[src/rtl/eco_medidor.sv]
// Ultrasonic ranging controller: fires a trigger pulse, times the synchronised echo
// high phase and converts it to whole centimetres with a prescaled counter.
module eco_medidor #(
   parameter int TRIG_CYCLES    = 500,
   parameter int CYC_PER_CM     = 2900,
   parameter int TIMEOUT_CYCLES = 1500000,
   parameter int DIST_W         = 9,
   parameter int CNT_W          = 21
) (
   input  logic              clk,
   input  logic              rst,
   input  logic              start,
   input  logic              echo,
   output logic              trig,
   output logic              busy,
   output logic              done,
   output logic              valid,
   output logic              timeout,
   output logic [DIST_W-1:0] distance
);

   localparam logic [2:0] ST_IDLE      = 3'd0;
   localparam logic [2:0] ST_TRIG      = 3'd1;
   localparam logic [2:0] ST_WAIT_RISE = 3'd2;
   localparam logic [2:0] ST_MEASURE   = 3'd3;
   localparam logic [2:0] ST_FINISH    = 3'd4;

   localparam logic [CNT_W-1:0]  TRIG_LAST  = CNT_W'(TRIG_CYCLES - 1);
   localparam logic [CNT_W-1:0]  TMO_LAST   = CNT_W'(TIMEOUT_CYCLES - 1);
   localparam logic [CNT_W-1:0]  PRESC_LAST = CNT_W'(CYC_PER_CM - 1);
   localparam logic [CNT_W-1:0]  CNT_ONE    = CNT_W'(1);
   localparam logic [DIST_W-1:0] CM_ONE     = DIST_W'(1);
   localparam logic [DIST_W-1:0] CM_MAX     = {DIST_W{1'b1}};

   logic [2:0]        state_q, state_d;
   logic [CNT_W-1:0]  cnt_q, cnt_d;
   logic [CNT_W-1:0]  presc_q, presc_d;
   logic [DIST_W-1:0] cm_q, cm_d;
   logic [DIST_W-1:0] distance_q, distance_d;
   logic              trig_q, trig_d;
   logic              busy_q, busy_d;
   logic              done_q, done_d;
   logic              valid_q, valid_d;
   logic              timeout_q, timeout_d;
   logic              echo_m_q, echo_s_q, echo_p_q;

   logic              echo_rise, echo_fall;
   logic [CNT_W-1:0]  presc_nxt;
   logic [DIST_W-1:0] cm_nxt;

   assign echo_rise = echo_s_q & ~echo_p_q;
   assign echo_fall = ~echo_s_q & echo_p_q;

   // The fall cycle still counts as a high cycle, so the result is floor(high/CYC_PER_CM).
   always_comb begin
      presc_nxt = presc_q + CNT_ONE;
      cm_nxt    = cm_q;
      if (presc_q == PRESC_LAST) begin
         presc_nxt = '0;
         cm_nxt    = (cm_q == CM_MAX) ? cm_q : cm_q + CM_ONE;
      end
   end

   // NOTE: every always_comb output gets a default first so no latch is inferred.
   always_comb begin
      state_d    = state_q;
      cnt_d      = cnt_q;
      presc_d    = presc_q;
      cm_d       = cm_q;
      distance_d = distance_q;
      trig_d     = trig_q;
      busy_d     = busy_q;
      done_d     = 1'b0;
      valid_d    = valid_q;
      timeout_d  = timeout_q;

      case (state_q)
         ST_IDLE: begin
            if (start) begin
               state_d = ST_TRIG;
               busy_d  = 1'b1;
               trig_d  = 1'b1;
               cnt_d   = '0;
            end
         end
         ST_TRIG: begin
            if (cnt_q == TRIG_LAST) begin
               state_d = ST_WAIT_RISE;
               trig_d  = 1'b0;
               cnt_d   = '0;
            end else begin
               cnt_d = cnt_q + CNT_ONE;
            end
         end
         ST_WAIT_RISE: begin
            if (echo_rise) begin
               state_d = ST_MEASURE;
               presc_d = '0;
               cm_d    = '0;
               cnt_d   = '0;
            end else if (cnt_q == TMO_LAST) begin
               state_d   = ST_FINISH;
               done_d    = 1'b1;
               valid_d   = 1'b0;
               timeout_d = 1'b1;
            end else begin
               cnt_d = cnt_q + CNT_ONE;
            end
         end
         ST_MEASURE: begin
            presc_d = presc_nxt;
            cm_d    = cm_nxt;
            if (echo_fall) begin
               state_d    = ST_FINISH;
               done_d     = 1'b1;
               valid_d    = 1'b1;
               timeout_d  = 1'b0;
               distance_d = cm_nxt;
            end else if (cnt_q == TMO_LAST) begin
               state_d   = ST_FINISH;
               done_d    = 1'b1;
               valid_d   = 1'b0;
               timeout_d = 1'b1;
            end else begin
               cnt_d = cnt_q + CNT_ONE;
            end
         end
         ST_FINISH: begin
            state_d = ST_IDLE;
            busy_d  = 1'b0;
         end
         default: begin
            state_d = ST_IDLE;
            trig_d  = 1'b0;
            busy_d  = 1'b0;
         end
      endcase
   end

   // NOTE: sequential state uses non-blocking assignments so all flops update together.
   always_ff @(posedge clk or posedge rst) begin
      if (rst) begin
         state_q    <= ST_IDLE;
         cnt_q      <= '0;
         presc_q    <= '0;
         cm_q       <= '0;
         distance_q <= '0;
         trig_q     <= 1'b0;
         busy_q     <= 1'b0;
         done_q     <= 1'b0;
         valid_q    <= 1'b0;
         timeout_q  <= 1'b0;
         echo_m_q   <= 1'b0;
         echo_s_q   <= 1'b0;
         echo_p_q   <= 1'b0;
      end else begin
         state_q    <= state_d;
         cnt_q      <= cnt_d;
         presc_q    <= presc_d;
         cm_q       <= cm_d;
         distance_q <= distance_d;
         trig_q     <= trig_d;
         busy_q     <= busy_d;
         done_q     <= done_d;
         valid_q    <= valid_d;
         timeout_q  <= timeout_d;
         echo_m_q   <= echo;
         echo_s_q   <= echo_m_q;
         echo_p_q   <= echo_s_q;
      end
   end

   assign trig     = trig_q;
   assign busy     = busy_q;
   assign done     = done_q;
   assign valid    = valid_q;
   assign timeout  = timeout_q;
   assign distance = distance_q;

endmodule

[config.mk]
export PLATFORM = sky130hd
export DESIGN_NAME = eco_medidor
export DESIGN_NICKNAME = d
export VERILOG_FILES = /design/src/rtl/eco_medidor.sv
export SDC_FILE = /design/constraint.sdc
export NUM_CORES = 1
export LEC_CHECK = 0
export BUFFER_PORTS_ARGS = -buffer_cell sky130_fd_sc_hd__buf_2
export CAP_MARGIN = 10
export CORE_UTILIZATION = 61
export DETAILED_ROUTE_END_ITERATION = 16
export PLACE_DENSITY = 0.79
export SLEW_MARGIN = 20
export SYNTH_ARGS = -nofsm -noshare
export SYNTH_HDL_FRONTEND = slang
export SYNTH_SLANG_ARGS = --single-unit
export TNS_END_PERCENT = 100
[constraint.sdc]
create_clock -name clk -period 2.6 [get_ports clk]
set_input_delay 0.26 -clock clk [delete_from_list [all_inputs] [get_ports clk]]
set_output_delay 0.26 -clock clk [all_outputs]
set_load 0.1 [all_outputs]
==> reports/results.txt <==
Status = finished, violations left
Violated checks = negative hold slack
# rows = 28
Vias in the first global route = 3086
Worst Setup End Kind = flip-flop
Cell family with most CP delay = compound AO/OA/AOI/OAI gates
Crit-path slowest cell = o31ai_1
Yosys reg bits = 71
Leakage power = 0.001800 uW
IO Port Bufs = 17
Layout area overhead = 10.16%
Worst R2R Start = echo_p_q$_DFF_PP0_
Initial antenna violation count = 0
Clk buf depth = 2
Relative slew slack = 55.34%
Worst Path Buf+Inv = 1
Initial core utilization = 63.26%
Final hold vios = 15
Total core area = 0.005956 mm^2
Hold WC Path Type = in2async
Slew at the pin with the worst max-slew slack = 0.6699 ns
Clk slew on worst S/H paths = 0.08 ns
Clock sinks = 71
Synthesized cell area = 0.003767 mm^2
Die area = 0.006494 mm^2
Detailed Place HPWL = 5576 um
Worst-path fanout max = 12
Critical path launch point type = flip-flop
Routed wire length = 8320 um
VDD IR max = 0.4223 mV
Distinct cell type count after synthesis = 47
Sequential share of the synthesized area = 47.16%
Syn nets = 437
Die Y = 80.59 um
Number of I/O pins = 18
Filler instances = 467
Post-Syn Instances = 430
DR WL/cell = 15.70 um
MaxCap Viol Count = 0
Max incr delay on CP = 0.56 ns
Post-place setup slack = 0.2402 ns
DR iter-0 viols = 243
Worst R2R Path Depth = 7
Commonest register cell after synthesis = dfrtp_1
Nets = 457
Antenna Nets Post-Route = 0
First-pass GRT wire length = 14100 um
CTS root buf = clkbuf_8
DR vias/cell = 6.372
Max-slew violation count = 0
Worst EP arrival = 2.57 ns
Max frequency = 431.5 MHz
Post-route DRC violation count = 0
Period utilization = 89.14%
Synth area leader = dfrtp_1
PwrDens = 592.6 mW/mm^2
GRT Overall Usage = 27.85%
# setup viols final = 0
RR Endpoint = cnt_q[4]$_DFFE_PP0P_
Post-synth top area share = 47.16%
Critical path, cell by cell = nor2b_1 -> a31o_1 -> or2_1 -> buf_4 -> o31ai_1 -> a22oi_1 -> a31oi_1
Synth Area per Inst = 8.761 um^2
Synth area leaders = dfrtp_1 (47%), nand2_1 (6.7%), o21ai_0 (6.6%)
Proportion of layout cells with a drive suffix above 1 = 10.55%
Setup bufs post-CTS = 0
Final worst setup slack = 0.2824 ns
First drt pass iteration count = 5
R2R setup slack = 0.28 ns
Post-route minimum period = 2.318 ns
Congestion Overflow GR = 0
Design Power = 2459 uW
Hold WS = -0.01176 ns
Die width = 80.59 um
Gpl congestion = 0.9188
Worst-Skew Late Latency = 0.34 ns
RSZ-0062 raised after global routing = false
Largest net degree at the start of global routing = 72
Clk_skew = 0.007037 ns
CTS tree = yes
Critical path class = reg2reg
Via Count = 3377
Async SR Flop Fraction = 100.0%
Post-synth EDFFs = 0
Fin util = 69.68%
Warnings from Yosys = 0
Clock buffer count from CTS = 9
ANT cells = 0
Hold buffers post-CTS = 0
Critical path required time = 2.85 ns
TNS Setup = 0 ns
CTS H-tree depth = 3
## registers in the layout, summed over array words and instances, names as in the netlist
name / cells
state_q: 3
echo_s_q: 1
echo_m_q: 1
trig: 1
cm_q: 9
echo_p_q: 1
timeout: 1
distance: 9
valid: 1
cnt_q: 21
presc_q: 21
done: 1
busy: 1
## how the worst max path moves through the flow
stage / startpoint / endpoint / slack [ns] / cells past startpoint
2_1_floorplan: rst / busy$_DFFE_PP0P_ / 0.54 / 1
3_3_place_gp: cnt_q[10]$_DFFE_PP0P_ / cnt_q[5]$_DFFE_PP0P_ / 0.32 / 6
3_5_place_dp: cnt_q[10]$_DFFE_PP0P_ / cnt_q[5]$_DFFE_PP0P_ / 0.24 / 6
4_1_cts: cnt_q[10]$_DFFE_PP0P_ / cnt_q[5]$_DFFE_PP0P_ / 0.23 / 6
5_1_grt: cnt_q[10]$_DFFE_PP0P_ / cnt_q[5]$_DFFE_PP0P_ / 0.09 / 6
6_report: echo_p_q$_DFF_PP0_ / cnt_q[4]$_DFFE_PP0P_ / 0.28 / 7
## what timing repair did
action                                 CTS  global route
endpoints found under the hold margin    0             0
gates resized for setup                  0             1
setup endpoints to repair                0            13
## Yosys cell counts (3+ instances only)
| cell type | n |
|---|---|
| a31oi_1 | 10 |
| xnor2_1 | 5 |
| nand4_1 | 15 |
| dfrtp_1 | 71 |
| a2bb2oi_1 | 3 |
| o311ai_0 | 3 |
| a22o_1 | 5 |
| clkbuf_1 | 12 |
| nand3_1 | 31 |
| inv_1 | 10 |
| or3_1 | 9 |
| nor4b_1 | 4 |
| nor4_1 | 4 |
| a21oi_1 | 19 |
| buf_2 | 6 |
| o31ai_1 | 8 |
| and2_1 | 6 |
| and4_1 | 5 |
| nand2_1 | 67 |
| xor2_1 | 6 |
| nand2b_1 | 4 |
| ha_1 | 3 |
| nor2_1 | 21 |
| nor3_1 | 6 |
| nor2b_1 | 4 |
| o21ai_0 | 50 |
| and3_1 | 15 |
## power by group
| group | total [uW] | internal, uW | switching (uW) |
|---|---|---|---|
| logic | 265 | 122 | 143 |
| registers | 1330 | 1190 | 140 |
| clock network | 863 | 466 | 397 |
| total | 2460 | 1780 | 680 |
## area by class of cell
type,count,area [um^2],area share [%]
inverters,10,37.54,0.9044
multi-input cells,329,1864,44.92
well taps,75,93.84,2.261
clock buffers,12,145.1,3.497
flip-flops and latches,71,1777,42.81
repair buffers,29,187.7,4.522
clock inverters,4,45.04,1.085
## tightest hold or removal path, cell delays in order
cell and delay [ns]:
buf_2 0.10, inv_2 0.06, buf_12 0.32
## cell usage in the layout, fill, tap and decap left out, drive strengths merged, types with 3 or more instances in the layout
cell / synthesis / layout
dfrtp: 71 / 71
nand2: 67 / 67
o21ai: 51 / 51
nand3: 31 / 31
buf: 8 / 29
nor2: 21 / 21
a21oi: 19 / 19
nand4: 15 / 15
and3: 15 / 15
clkbuf: 12 / 12
a31oi: 10 / 10
inv: 10 / 10
or3: 9 / 9
o31ai: 8 / 8
and2: 6 / 6
nor3: 6 / 6
xor2: 6 / 6
and4: 5 / 5
a22o: 5 / 5
xnor2: 5 / 5
nor4: 5 / 5
nor2b: 4 / 4
nor4b: 4 / 4
nand2b: 4 / 4
a2bb2oi: 3 / 3
o311ai: 3 / 3
ha: 3 / 3
clkinv: 0 / 3
## through the flow
step	cells	hold slack (ns)	instance area [um^2]
finish	530	-0.01176	4150
CTS	530	0.008947	4149
floorplan	430	0.2914	3767
global placement	514	0.3316	3959
global route	530	0.01908	4150
detailed placement	514	0.3418	3959
## cell families (layout without fill, tap and decap cells)
logic type / count (synthesis) / in the layout / share of synthesized area [%]
XOR/XNOR: 11 / 11 / 2.557
AND/OR/NAND/NOR: 200 / 200 / 27.23
AO/OA/AOI/OAI: 113 / 113 / 18.13
flip-flops: 71 / 71 / 47.16
adder cells (fa/ha/maj): 3 / 3 / 0.9965
multiplexers: 2 / 2 / 0.5314
buffers and inverters: 30 / 55 / 3.388
## per-layer routing
| layer | wire, um | vias to the layer above | GRT usage, % |
|---|---|---|---|
| met2 | 3812 | 141 | 43.81 |
| met5 | 0 | - | 0 |
| met1 | 3855 | 1608 | 38.32 |
| met4 | 123 | 0 | 10.54 |
| met3 | 528 | 15 | 4.659 |
| li1 | - | 1613 | - |
Note: power is estimated with default switching activity, not from simulation.
